==> src/rtl/text_console_pkg.sv <==
// Shared constants for the text console: control codes, printable range and FSM states.
package text_console_pkg;

  localparam logic [7:0] CH_CR       = 8'h0D;
  localparam logic [7:0] CH_LF       = 8'h0A;
  localparam logic [7:0] CH_BS       = 8'h08;
  localparam logic [7:0] CH_FF       = 8'h0C;
  localparam logic [7:0] CH_PRINT_LO = 8'h20;
  localparam logic [7:0] CH_PRINT_HI = 8'h7E;

  typedef enum logic {
    ST_IDLE  = 1'b0,
    ST_CLEAR = 1'b1
  } state_t;

  function automatic logic is_printable(input logic [7:0] b);
    return (b >= CH_PRINT_LO) && (b <= CH_PRINT_HI);
  endfunction

endpackage

==> src/rtl/text_console.sv <==
// Byte-stream front end for the gpu text RAM: keeps a hardware cursor, turns printable
// bytes into RAM writes, interprets CR/LF/BS and clears the screen on FF.
module text_console
  import text_console_pkg::*;
#(
  parameter int         COLS       = 80,
  parameter int         ROWS       = 30,
  parameter logic [7:0] BLANK_CHAR = 8'h20
) (
  input  logic        clk,
  input  logic        rst_n,
  input  logic [7:0]  char_in,
  input  logic        char_valid,
  output logic        char_ready,
  output logic [11:0] vram_addr,
  output logic [7:0]  vram_data,
  output logic        vram_w_en,
  output logic [6:0]  cursor_col,
  output logic [4:0]  cursor_row,
  output logic        busy
);

  localparam logic [6:0]  COL_LAST = 7'(COLS - 1);
  localparam logic [4:0]  ROW_LAST = 5'(ROWS - 1);
  localparam logic [11:0] COLS_W   = 12'(COLS);
  localparam logic [11:0] CELLS    = 12'(COLS * ROWS);

  state_t      state;
  logic [11:0] clr_addr;
  logic        accept;
  logic [4:0]  row_next;

  function automatic logic [11:0] cell_addr(input logic [4:0] row, input logic [6:0] col);
    return {7'd0, row} * COLS_W + {5'd0, col};
  endfunction

  assign accept   = char_valid && char_ready;
  assign row_next = (cursor_row == ROW_LAST) ? 5'd0 : cursor_row + 5'd1;

  always_ff @(posedge clk or negedge rst_n) begin
    if (!rst_n) begin
      state      <= ST_IDLE;
      char_ready <= 1'b1;
      busy       <= 1'b0;
      vram_w_en  <= 1'b0;
      vram_addr  <= '0;
      vram_data  <= '0;
      cursor_col <= '0;
      cursor_row <= '0;
      clr_addr   <= '0;
    end else begin
      vram_w_en <= 1'b0;
      case (state)
        ST_IDLE: begin
          if (accept) begin
            if (is_printable(char_in)) begin
              vram_addr <= cell_addr(cursor_row, cursor_col);
              vram_data <= char_in;
              vram_w_en <= 1'b1;
              if (cursor_col != COL_LAST) begin
                cursor_col <= cursor_col + 7'd1;
              end else begin
                cursor_col <= '0;
                cursor_row <= row_next;
              end
            end else begin
              case (char_in)
                CH_CR: cursor_col <= '0;
                CH_LF: begin
                  cursor_col <= '0;
                  cursor_row <= row_next;
                end
                CH_BS: begin
                  // Backspace at the home position has nowhere to go and writes nothing.
                  if (cursor_col != 7'd0) begin
                    cursor_col <= cursor_col - 7'd1;
                    vram_addr  <= cell_addr(cursor_row, cursor_col - 7'd1);
                    vram_data  <= BLANK_CHAR;
                    vram_w_en  <= 1'b1;
                  end else if (cursor_row != 5'd0) begin
                    cursor_col <= COL_LAST;
                    cursor_row <= cursor_row - 5'd1;
                    vram_addr  <= cell_addr(cursor_row - 5'd1, COL_LAST);
                    vram_data  <= BLANK_CHAR;
                    vram_w_en  <= 1'b1;
                  end
                end
                CH_FF: begin
                  // Cell 0 is written on the accepting edge so the sweep has no gap.
                  state      <= ST_CLEAR;
                  char_ready <= 1'b0;
                  busy       <= 1'b1;
                  vram_addr  <= '0;
                  vram_data  <= BLANK_CHAR;
                  vram_w_en  <= 1'b1;
                  clr_addr   <= 12'd1;
                end
                default: ;
              endcase
            end
          end
        end
        ST_CLEAR: begin
          if (clr_addr == CELLS) begin
            state      <= ST_IDLE;
            char_ready <= 1'b1;
            busy       <= 1'b0;
            cursor_col <= '0;
            cursor_row <= '0;
          end else begin
            vram_addr <= clr_addr;
            vram_data <= BLANK_CHAR;
            vram_w_en <= 1'b1;
            clr_addr  <= clr_addr + 12'd1;
          end
        end
        default: state <= ST_IDLE;
      endcase
    end
  end

endmodule

==> config.mk <==
export PLATFORM = sky130hd
export DESIGN_NAME = text_console
export DESIGN_NICKNAME = d
export VERILOG_FILES = /design/src/rtl/text_console_pkg.sv /design/src/rtl/text_console.sv
export SDC_FILE = /design/constraint.sdc
export NUM_CORES = 1
export LEC_CHECK = 0
export BUFFER_PORTS_ARGS = -buffer_cell sky130_fd_sc_hd__clkbuf_2
export CAP_MARGIN = 25
export CORE_ASPECT_RATIO = 0.6
export CORE_UTILIZATION = 61
export DETAILED_ROUTE_END_ITERATION = 10
export PLACE_DENSITY = 0.83
export SETUP_SLACK_MARGIN = 0.4
export SLEW_MARGIN = 20
export SYNTH_ARGS = -nofsm -noshare
export SYNTH_HDL_FRONTEND = slang
export SYNTH_SLANG_ARGS = --single-unit
==> constraint.sdc <==
create_clock -name clk -period 6.6 [get_ports clk]
set_clock_uncertainty 0.2 [all_clocks]
set_input_delay 0.33 -clock clk [delete_from_list [all_inputs] [get_ports clk]]
set_output_delay 0.33 -clock clk [all_outputs]
set_load 0.01 [all_outputs]
Word level (Yosys, flattened, before mapping)
Index checks and enable logic that the tools add are counted.

Word-level logic and storage cells: 108. Register bits after elaboration: 48. Input bits: 11.

Reductions and logical operators: 10. Multiply operators: 2. Bitwise gates (word level): 1. Muxes and demuxes: 57. $add $sub $neg: 8. Equality and inequality tests: 19. $lt $le $gt $ge: 2.

Operators with widths (count): 12-bit 2-to-1 mux (9); 12-bit case mux with 2 select lines (3); 7-bit 2-to-1 mux (6); 8-bit 2-to-1 mux (5); 5-bit 2-to-1 mux (7); 8-bit by 4-bit equality test with 1-bit output, second input constant (4); 8-bit case mux with 2 select lines (2); 7-bit case mux with 2 select lines (2); 12-bit by 7-bit adder with 12-bit output (2); 5-bit case mux with 2 select lines (2); 5-bit by 3-bit multiplier with 8-bit output, second input constant (2); 1-bit 2-to-1 mux (16); 4-bit AND reduction (4); 12-bit by 1-bit adder with 12-bit output, second input constant (1); 12-bit by 7-bit adder with 12-bit output, second input constant (1); 12-bit equality test, second input constant (1); 1-bit case mux with 2 select lines (5); 8-bit by 6-bit greater-or-equal comparator with 1-bit output, second input constant (1); 8-bit by 7-bit <= comparator with 1-bit output, second input constant (1); 4-bit by 2-bit != test with 1-bit output, second input constant (2); 4-bit != test, second input constant (2); 7-bit by 1-bit adder with 7-bit output, second input constant (1); 7-bit != test, second input constant (1); 7-bit nonzero test (1); 14 further kinds (18).

Logic depth before layout (Yosys ltp)
Gate-level depths: netlist of run 1.

Word-level depth: 9. Depth in mapped cells: 13. Gate-level depth less buffers: 13.

Worst setup path before layout of run 1
OpenSTA, ideal clock, no wires.

Path type: reg-to-reg. From: register cursor_row[2]. To: register vram_addr[10]. Path slack: 3288 ps. Path buffers: 1. Stages on the path, launching flop included: 13. Arrival time: 2979 ps. Required time: 6267 ps. Cell sequence: dfrtp_1 clkbuf_1 nor3_1 xor2_1 ha_1 ha_1 fa_1 xnor2_1 nor2_1 xor2_1 or3_1 o2111ai_1 a221oi_2.

Longest elaborated chain between the ends: 9. Elaborated cells on any way between the ends: 15. Those cells by class: add/sub: 4; mul: 2; eq/ne: 1; mux: 6; reduce/logical: 2.

Ends and longest elaborated chain: start: declaration (line text_console.sv:19) `output logic [4:0] cursor_row,`; start signal: assignment (line text_console.sv:64) `cursor_row <= row_next;`; start signal: assignment (line text_console.sv:71) `cursor_row <= row_next;`; start signal: assignment (line text_console.sv:82) `cursor_row <= cursor_row - 5'd1;`; 5-bit by 1-bit subtractor with 5-bit output (line text_console.sv:83) `vram_addr <= cell_addr(cursor_row - 5'd1, COL_LAST);`; 5-bit by 3-bit multiplier with 8-bit output (line text_console.sv:34) `return {7'd0, row} * COLS_W + {5'd0, col};`; 12-bit by 7-bit adder with 12-bit output (line text_console.sv:34); 12-bit 2-to-1 mux (line text_console.sv:80) `end else if (cursor_row != 5'd0) begin`; 12-bit 2-to-1 mux (line text_console.sv:75) `if (cursor_col != 7'd0) begin`; 12-bit case mux with 2 select lines (line text_console.sv:67) `case (char_in)`; 12-bit 2-to-1 mux (line text_console.sv:56) `if (is_printable(char_in)) begin`; 12-bit 2-to-1 mux (line text_console.sv:55) `if (accept) begin`; 12-bit case mux with 2 select lines (line text_console.sv:53) `case (state)`; end signal: assignment (line text_console.sv:57) `vram_addr <= cell_addr(cursor_row, cursor_col);`; end signal: assignment (line text_console.sv:77) `vram_addr <= cell_addr(cursor_row, cursor_col - 7'd1);`; end signal: assignment (line text_console.sv:83); end: declaration (line text_console.sv:15) `output logic [11:0] vram_addr,`.

Parallel ways exist; a longest one is shown, timed or not. The select of a mux whose other input is x is not followed. A chain may end at the register's enable or synchronous reset.

Worst setup path in the final report of run 1
From: register cursor_row[0]. To: register vram_addr[10].

The elaborated chain is that of the path after synthesis.

==> flow_summary_export.csv, run 1 <==
group,metric,value,unit
setup_path,worstRegToRegCells,13,
sta,tightest_slew,0.924,ns
min_path,hold-path-cell-count,3,
synthesis,yosys.area_share.simple,0.225,
setup_path,path_class,"reg -> reg",
grt,grt_max_degree,49,
die,rows,22,
final_layout,areaGrowthSynthToFinish,8.38,%
final_layout,final_core_util,0.683,
clock_network,cts_root_buffer,"clkbuf_8",
power,leakage,1.86,nW
routing,drt_iter0_markers,325,
synthesis,yosysUniqueCellTypes,69,
setup_path,cp.arrival,3.56,ns
grt,grt-ovfl-total,0,
sta,drv_slew,0,
clock_network,numCtsBuffers,5,
setup_path,worst_path_max_delay_cell,"dfrtp_1",
final_layout,nets,526,
setup_path,slowest_delay,0.59,ns
die,core,0.00611,mm2
synthesis,synth_top_family_by_area,"simple AND/OR/NAND/NOR gates",
sta,slew_headroom,0.380,
routing,drc_errors,0,
setup_path,rrSetupSlack,3.03,ns
setup_path,critical_path.startpoint_type,"flip-flop",
sta,fin_tns_setup,0,ns
routing,dr.pass1.iters,5,
setup_path,end_kind,"flip-flop",
placement,dp_slack,3.06,ns
routing,wirelength,10300,um
grt,gr-usage-met1,0.498,
final_layout,instances_no_fill,569,
sta,fmax,280,MHz
synthesis,ys_seq_area_frac,0.312,
clock_network,htreeDepth,2,
synthesis,yosysWarningCount,0,
flow_run,max_cap_viol_count,0,
setup_path,crit_path_cell_trace,"inv_1 -> ha_1 -> xnor2_1 -> inv_1 -> ha_1 -> ha_1 -> fa_1 -> xnor2_1 -> nor2_1 -> xor2_1 -> or3_1 -> o2111ai_1 -> a221oi_2",
sta,layout_setup_ws,3.03,ns
power,p_per_area,125,mW/mm2
sta,setup_viol,0,
min_path,hp-start,"char_in[3]",
setup_path,reg2reg_to,"vram_addr[10]",
grt,grt.met2_usage,0.469,
synthesis,syn_nets,496,
final_layout,layout_commonest_cell,"nand2_1",
routing,vias_per_cell,6.31,
synthesis,synth_edf_count,0,
setup_path,timing.rr.start,"cursor_row[0]",
synthesis,async_flop_share,1.00,
synthesis,muxShareOfSynthArea,0.0172,
min_path,hp-class,"in -> reg",
die,fp.dieW,105,um
synthesis,yosys.area_share.xor_xnor,0.0727,
setup_path,cp_max_fo,12,
grt,grt_util_all_layers,0.325,
clock_network,max-clock-path-buffers,2,
power,ir_drop,0.0953,mV
sta,rsz0062_at_grt,"no",
final_layout,drive_gt1_frac,0.155,
sta,finalHoldViolations,0,
grt,use_met3,0.0642,
synthesis,avgSynthCellArea,8.49,um2
clock_network,clock_sinks,48,
routing,vias,3589,
synthesis,ys_seq_elements,48,
clock_network,clk_latency,0.31,ns
synthesis,synth_adder_area_share,0.108,
sta,period_share,0.540,
setup_path,required,6.60,ns
die,die_h,63.6,um
die,pin_count,46,
die,dieArea,0.00665,mm2
grt,grt_pass1_wl,16900,um
sta,period_needed,3.57,ns
min_path,hold_end,"vram_data[3]",
synthesis,synth_area,0.00385,mm2
grt,grt-busiest-layer,"met1",
clock_network,ctsResizeCount,0,
routing,wl_per_cell,18.1,um
clock_network,cts_tree,"yes",
run_status,outcome,"finished, final reports clean",
final_layout,antenna_cells,0,
clock_network,clk_pin_slew,0.11,ns
final_layout,layout_common_cells,"nand2_1, dfrtp_1, clkbuf_2",
synthesis,syn-instance-count,454,
die,start_util,0.631,
synthesis,synth-main-ff-cell,"dfrtp_1",
placement,dp_hpwl,7680,um
placement,io_buffer_count,45,
grt,grt_pass1_vias,3309,
placement,gp_congestion,0.898,
setup_path,cp_common_cell,"ha_1",
placement,dp.cells,560,
grt,grt_antenna_before_repair,0,
synthesis,synth_compound_area_frac,0.212,
routing,ant_nets,0,
## cells by family (layout without fill, tap and decap cells)
logic type | Yosys count | in the layout
AND/OR/NAND/NOR | 167 | 167
buffers and inverters | 44 | 75
XOR/XNOR | 32 | 32
AO/OA/AOI/OAI | 126 | 126
multiplexers | 6 | 6
flip-flops | 48 | 48
adder cells (fa/ha/maj) | 31 | 31
## cells in the mapped netlist, types with 2 or more instances
master,instances,area share
a2111oi_0,2,0.0045
a211oi_1,6,0.012
a21o_1,5,0.0097
a21oi_1,26,0.034
a21oi_2,3,0.0068
a221oi_1,2,0.0045
a31oi_1,5,0.0081
a41o_1,2,0.0052
a41oi_1,2,0.0045
and2_1,4,0.0065
and3_1,9,0.015
buf_2,5,0.0065
buf_6,4,0.012
clkbuf_1,15,0.015
dfrtp_1,47,0.31
fa_1,4,0.021
ha_1,27,0.088
inv_1,17,0.017
mux2i_1,4,0.010
nand2_1,51,0.050
nand2b_1,4,0.0065
nand3_1,8,0.010
nand3b_1,2,0.0039
nand4_1,10,0.016
nor2_1,42,0.041
nor2b_1,3,0.0049
nor3_1,11,0.014
nor3b_1,3,0.0058
o211ai_1,3,0.0058
o21a_1,2,0.0039
o21ai_0,25,0.032
o21ai_1,14,0.018
o21bai_1,2,0.0039
o22ai_1,5,0.0081
o311ai_0,2,0.0045
o31a_1,2,0.0045
o31ai_1,8,0.016
or3_1,6,0.0097
or4b_4,2,0.0071
xnor2_1,14,0.032
xor2_1,18,0.041
## worst max-delay path by stage
| stage | from | end | slack, ns | depth (start not counted) |
|---|---|---|---|---|
| 2_1_floorplan | cursor_row[2] | vram_addr[10] | 3.29 | 12 |
| 3_3_place_gp | cursor_row[1] | vram_addr[10] | 3.27 | 13 |
| 3_5_place_dp | cursor_row[0] | vram_addr[10] | 3.06 | 13 |
| 4_1_cts | cursor_row[0] | vram_addr[10] | 3.05 | 13 |
| 5_1_grt | cursor_row[1] | vram_addr[9] | 2.80 | 13 |
| 6_report | cursor_row[0] | vram_addr[10] | 3.03 | 13 |
## what timing repair did
item                                   4_1_cts  5_1_grt
hold buffers                                 1        0
endpoints found under the hold margin       47        0
setup buffers                                0        0
## final cells by class
type / count / area, um2
well taps: 84 / 105
flip-flops and latches: 48 / 1200
repair buffers: 49 / 258
multi-input cells: 362 / 2450
inverters: 18 / 67.6
clock inverters: 2 / 15.0
fillers: 535 / 1930
clock buffers: 6 / 82.6
## power breakdown
| part | internal [mW] | switching, mW | total [mW] |
|---|---|---|---|
| combinational | 0.00960 | 0.0238 | 0.0334 |
| clock | 0.0851 | 0.109 | 0.195 |
| sequential | 0.294 | 0 | 0.294 |
## critical path, delay by kind of cell, from the launching register on
kind | cells | cell delay (ns)
simple gates | 2 | 0.43
flops | 1 | 0.59
xor+xnor | 3 | 0.66
compound gates | 2 | 0.20
buf+inv | 2 | 0.23
fa+ha+maj | 4 | 1.17
## state kept, by name, indices dropped and copies added (netlist names)
register    cells
cursor_col      7
busy            1
cursor_row      5
state           1
vram_w_en       1
clr_addr       12
char_ready      1
vram_data       8
vram_addr      12
## stage by stage
step           area (um2)  hold WS [ns]  total power, mW
2_1_floorplan        3850        -0.166            0.314
3_3_place_gp         4070         0.262            0.331
3_5_place_dp         4070         0.263            0.332
4_1_cts              4180        0.0695            0.523
5_1_grt              4180        0.0676            0.540
6_report             4180        0.0703            0.522
## per-layer routing
layer  wire [um]  share of wire
met3         788          0.077
met2        4370           0.42
met1        5030           0.49
met5           0              0
met4         107          0.010
No activity file was read; power rests on OpenSTA's default activity.
==> run 2, diff against run 1 <==
CORE_UTILIZATION = 59   (was 61)
PLACE_DENSITY = 0.81   (was 0.83)
clock period = 3.4 ns   (was 6.6 ns; I/O delays follow)
==> flow_summary_export.csv, run 2 (same netlist as run 1, synthesis figures left out) <==
group,metric,value,unit
routing,drt_iter0_markers,334,
die,pin_count,46,
sta,hold_slack,0.0212,ns
sta,fin_tns_setup,0,ns
final_layout,drive_gt1_frac,0.277,
clock_network,cts_root_buffer,"clkbuf_8",
final_layout,multi_input_area,0.00265,mm2
setup_path,required,3.39,ns
routing,wl_per_cell,18.7,um
placement,gp_congestion,0.890,
die,die_h,64.6,um
power,p_total,1.03,mW
sta,drv_slew,0,
clock_network,cts_tree,"yes",
sta,tightest_slew,0.862,ns
clock_network,clk_latency,0.31,ns
sta,period_share,0.925,
die,core,0.00619,mm2
routing,drc_errors,0,
final_layout,fillCellCount,461,
setup_path,critical_path.startpoint_type,"flip-flop",
final_layout,antenna_cells,0,
grt,grt-ovfl-total,0,
grt,grt_util_all_layers,0.335,
routing,vias,3860,
sta,slew_headroom,0.418,
grt,grt_antenna_before_repair,0,
final_layout,nets,565,
routing,ant_nets,0,
power,p_per_area,219,mW/mm2
min_path,hp-start,"char_valid",
sta,fmax,318,MHz
setup_path,crit_start,"cursor_row[1]",
routing,dr.pass1.iters,5,
die,rows,22,
final_layout,reg.largest.list,"clr_addr (12), vram_addr (12), vram_data (8)",
clock_network,clk_pin_slew,0.10,ns
grt,grt_pass1_wl,17700,um
final_layout,areaGrowthSynthToFinish,22.2,%
clock_network,max-clock-path-buffers,2,
clock_network,numCtsBuffers,5,
clock_network,htreeDepth,2,
routing,vias_per_cell,6.35,
run_status,outcome,"finished, final reports clean",
final_layout,layout_common_cells,"nand2_1, clkbuf_2, dfrtp_1",
sta,period_needed,3.14,ns
grt,grt_pass1_vias,3475,
clock_network,clock_sinks,48,
setup_path,path_class,"reg -> reg",
grt,grt_max_degree,38,
sta,finalHoldViolations,0,
placement,io_buffer_count,45,
final_layout,seq_area,0.00121,mm2
die,fp.dieW,106,um
final_layout,final_core_util,0.760,
routing,wirelength,11400,um
sta,setup_viol,0,
die,start_util,0.622,
setup_path,cp.arrival,3.13,ns
die,dieArea,0.00687,mm2
final_layout,layout_commonest_cell,"nand2_1",
setup_path,timing.rr.start,"cursor_row[1]",
flow_run,max_cap_viol_count,0,
setup_path,end_kind,"flip-flop",
power,ir_drop,0.159,mV
sta,rsz0062_at_grt,"yes",
placement,dp_hpwl,8040,um
setup_path,cp_max_fo,4,
power,leakage,2.10,nW
min_path,hp-class,"in -> reg",
-- run 2: cell types whose count changed in the layout (fill, tap and decap cells not counted), moves of 4 or more --
cell           delta
ha_1              -5
buf_4            +32
dlygate4sd3_1     +6
nor3_1            -4
dfrtp_2           +5
dfrtp_1           -5
-- run 2: area by class of cell --
type | instances | area share
clock buffers | 6 | 0.0175
flip-flops and latches | 48 | 0.257
inverters | 18 | 0.0154
clock inverters | 2 | 0.00319
repair buffers | 88 | 0.123
well taps | 84 | 0.0223
multi-input cells | 362 | 0.562
-- run 2: path summary, 6_finish.rpt --
check / depth (start not counted) / endpoint / slack (ns)
max in group asynchronous: 3 / char_ready / 2.35
worst max-delay path: 12 / vram_addr[10] / 0.26
min in group asynchronous: 2 / vram_addr[10] / 0.09
worst min register to register: 2 / vram_addr[9] / 0.29
worst max register to register: 12 / vram_addr[10] / 0.26
worst min-delay path: 4 / char_ready / 0.02
-- run 2: worst max-delay path, stage by stage, from the launching register on --
cell and delay, ns:
dfrtp_2 0.46, inv_4 0.07, ha_4 0.29, inv_1 0.06, ha_1 0.31, ha_4 0.18, fa_2 0.41, xnor2_2 0.25
nor2_4 0.07, xor2_2 0.15, or3_1 0.39, o2111ai_2 0.09, a221oi_2 0.09
-- run 2: per-stage QoR --
| stage | instances | worst slack, ns | cell area (um2) |
|---|---|---|---|
| floorplan | 454 | 0.369 | 3940 |
| global placement | 571 | 0.312 | 4230 |
| detailed placement | 571 | 0.183 | 4230 |
| CTS | 595 | 0.301 | 4510 |
| global route | 608 | 0.200 | 4710 |
| finish | 608 | 0.256 | 4710 |
-- run 2: per-layer routing --
| metal | track usage | wire length [um] | vias to the layer above |
|---|---|---|---|
| met1 | 0.495 | 5280 | 1872 |
| met5 | 0 | 0 | - |
| met4 | 0.0677 | 116 | 0 |
| met2 | 0.505 | 4900 | 207 |
| li1 | - | - | 1769 |
| met3 | 0.0704 | 1090 | 12 |
-- run 2: power breakdown --
part / leakage, nW / internal [mW] / switching, mW
Sequential: 0.617 / 0.570 / 0
Clock: 0.0434 / 0.165 / 0.219
Combinational: 1.44 / 0.0255 / 0.0503
-- run 2: timing repair --
| action | CTS | global route |
|---|---|---|
| hold endpoints to repair | 41 | 0 |
| resized for setup | 14 | 17 |
| pin swaps | 10 | 11 |
| setup endpoints to repair | 7 | 16 |
| hold buffers | 7 | 0 |
| setup buffers | 9 | 12 |
==> run 3, diff against run 2 <==
GPL_TIMING_DRIVEN = 0   (was not set)
==> flow_summary_export.csv, run 3 (same netlist as run 1, synthesis figures left out) <==
group,metric,value,unit
run_status,outcome,"finished, final reports clean",
routing,wl_met2,4820,um
routing,ant_nets,0,
final_layout,areaGrowthSynthToFinish,22.9,%
power,power.internal,0.757,mW
sta,fmax,315,MHz
clock_network,clk_pin_slew,0.10,ns
routing,dr.pass1.iters,5,
sta,setup_viol,0,
min_path,hp-class,"in -> reg",
die,pin_count,46,
flow_run,max_cap_viol_count,0,
routing,drc_errors,0,
routing,route.met3.wl,1360,um
die,core,0.00619,mm2
routing,vias,3906,
power,p_sw,0.270,mW
final_layout,reg.largest.list,"clr_addr (12), vram_addr (12), vram_data (8)",
grt,grt_pass1_vias,3571,
clock_network,clk_latency,0.32,ns
placement,io_buffer_count,44,
power,p_total,1.03,mW
sta,period_needed,3.17,ns
final_layout,layout_common_cells,"nand2_1, clkbuf_2, dfrtp_1",
routing,drt_iter0_markers,374,
power,pwr-share-comb,0.070,
power,clockPowerShare,0.375,
grt,grt_pass1_wl,17700,um
final_layout,drive_gt1_frac,0.267,
die,start_util,0.622,
grt,grt-ovfl-total,0,
setup_path,critPathTopFamily,"adder cells",
sta,finalHoldViolations,0,
setup_path,cp.arrival,3.18,ns
routing,m1WireLength,5210,um
setup_path,crit_path_cell_trace,"clkbuf_16 -> nor3_4 -> xor2_2 -> ha_4 -> ha_4 -> fa_2 -> nand3_2 -> xor2_1 -> nor2_1 -> a21oi_1 -> a221oi_2 -> o31ai_1",
clock_network,max-clock-path-buffers,2,
routing,wl_per_cell,18.8,um
clock_network,cts_tree,"yes",
final_layout,layout_commonest_cell,"nand2_1",
clock_network,numCtsBuffers,5,
die,fp.dieW,106,um
sta,period_share,0.933,
power,p_per_area,217,mW/mm2
sta,slew_headroom,0.407,
power,sw_frac_of_total,0.263,
sta,tightest_slew,0.886,ns
setup_path,critical_path.startpoint_type,"flip-flop",
final_layout,nets,572,
placement,gp_congestion,0.945,
setup_path,cp_max_fo,3,
power,ir_drop,0.165,mV
routing,wirelength,11600,um
power,leakage,2.12,nW
die,dieArea,0.00687,mm2
setup_path,end_kind,"flip-flop",
setup_path,cp_common_cell,"ha_4",
setup_path,worst_path_max_delay_cell,"fa_2",
die,die_h,64.6,um
final_layout,antenna_cells,0,
sta,drv_slew,0,
clock_network,cts_root_buffer,"clkbuf_8",
setup_path,critPathBufInv,1,
clock_network,clock_sinks,48,
grt,grt_util_all_layers,0.337,
power,power_frac_seq,0.555,
placement,dp_hpwl,8300,um
setup_path,required,3.40,ns
sta,fin_tns_setup,0,ns
die,rows,22,
sta,rsz0062_at_grt,"yes",
clock_network,htreeDepth,2,
grt,grt_antenna_before_repair,0,
routing,vias_per_cell,6.35,
routing,top_layer,"met4",
setup_path,slowest_delay,0.57,ns
setup_path,path_class,"reg -> reg",
grt,grt_max_degree,49,
-- run 3: changes by cell type in the layout (fill, tap and decap cells not counted), sizes merged --
cell,change
clkbuf,+14
buf,-6
dlygate4sd3,-1
-- run 3: layout make-up --
class | count | area [um2]
Clock buffer | 6 | 82.6
Tap cell | 84 | 105
Sequential cell | 48 | 1210
Timing Repair Buffer | 69 | 425
Inverter | 18 | 72.6
Fill cell | 428 | 1460
Multi-Input combinational cell | 362 | 2660
Clock inverter | 2 | 15.0
Buffer | 26 | 164
-- run 3: final timing paths --
path                       slack, ns  cells past startpoint          start            end
setup / recovery                0.23                     12  cursor_row[2]   vram_addr[9]
hold / removal                  0.01                      4     char_valid     char_ready
setup reg to reg                0.23                     12  cursor_row[2]   vram_addr[9]
hold reg to reg                 0.29                      1   vram_data[7]   vram_data[7]
max in group asynchronous       2.27                      2          rst_n  cursor_row[0]
min in group asynchronous       0.23                      2          rst_n  cursor_row[4]
-- run 3: through the flow --
step / util / instance area [um2] / std cells / hold WS (ns) / setup slack (ns)
finish: 0.765 / 4740 / 615 / 0.0112 / 0.227
global route: 0.765 / 4740 / 615 / 0.0558 / 0.111
global placement: 0.689 / 4270 / 582 / 0.225 / 0.131
floorplan: - / 3940 / 454 / -0.326 / 0.369
detailed placement: 0.689 / 4270 / 582 / 0.0729 / 0.124
CTS: 0.741 / 4590 / 608 / 0.00813 / 0.240
-- run 3: repair_timing --
action,CTS,global route
pin swaps,16,11
hold buffers,6,0
buffers inserted,12,7
gates resized for setup,16,20
endpoints found under the setup margin,7,11
endpoints found under the hold margin,52,0
-- run 3: tightest hold or removal path: cells and delay by family --
kind                   cells  cell delay, ns
AO/OA/AOI/OAI              1            0.06
buffers and inverters      1            0.12
AND/OR/NAND/NOR            2            0.14
-- run 3: power groups by stage --
stage,sequential [mW],combinational (mW),clock (mW)
2_1_floorplan,0.582,0.0288,0
3_3_place_gp,0.582,0.0606,0
3_5_place_dp,0.582,0.0623,0
5_1_grt,0.571,0.0780,0.410
6_report,0.570,0.0721,0.385
4_1_cts,0.570,0.0682,0.379
-- run 3: routing by layer --
layer	vias up	track usage
met5	-	0
met4	0	0.0816
met3	30	0.0966
met2	224	0.472
met1	1869	0.505
li1	1783	-
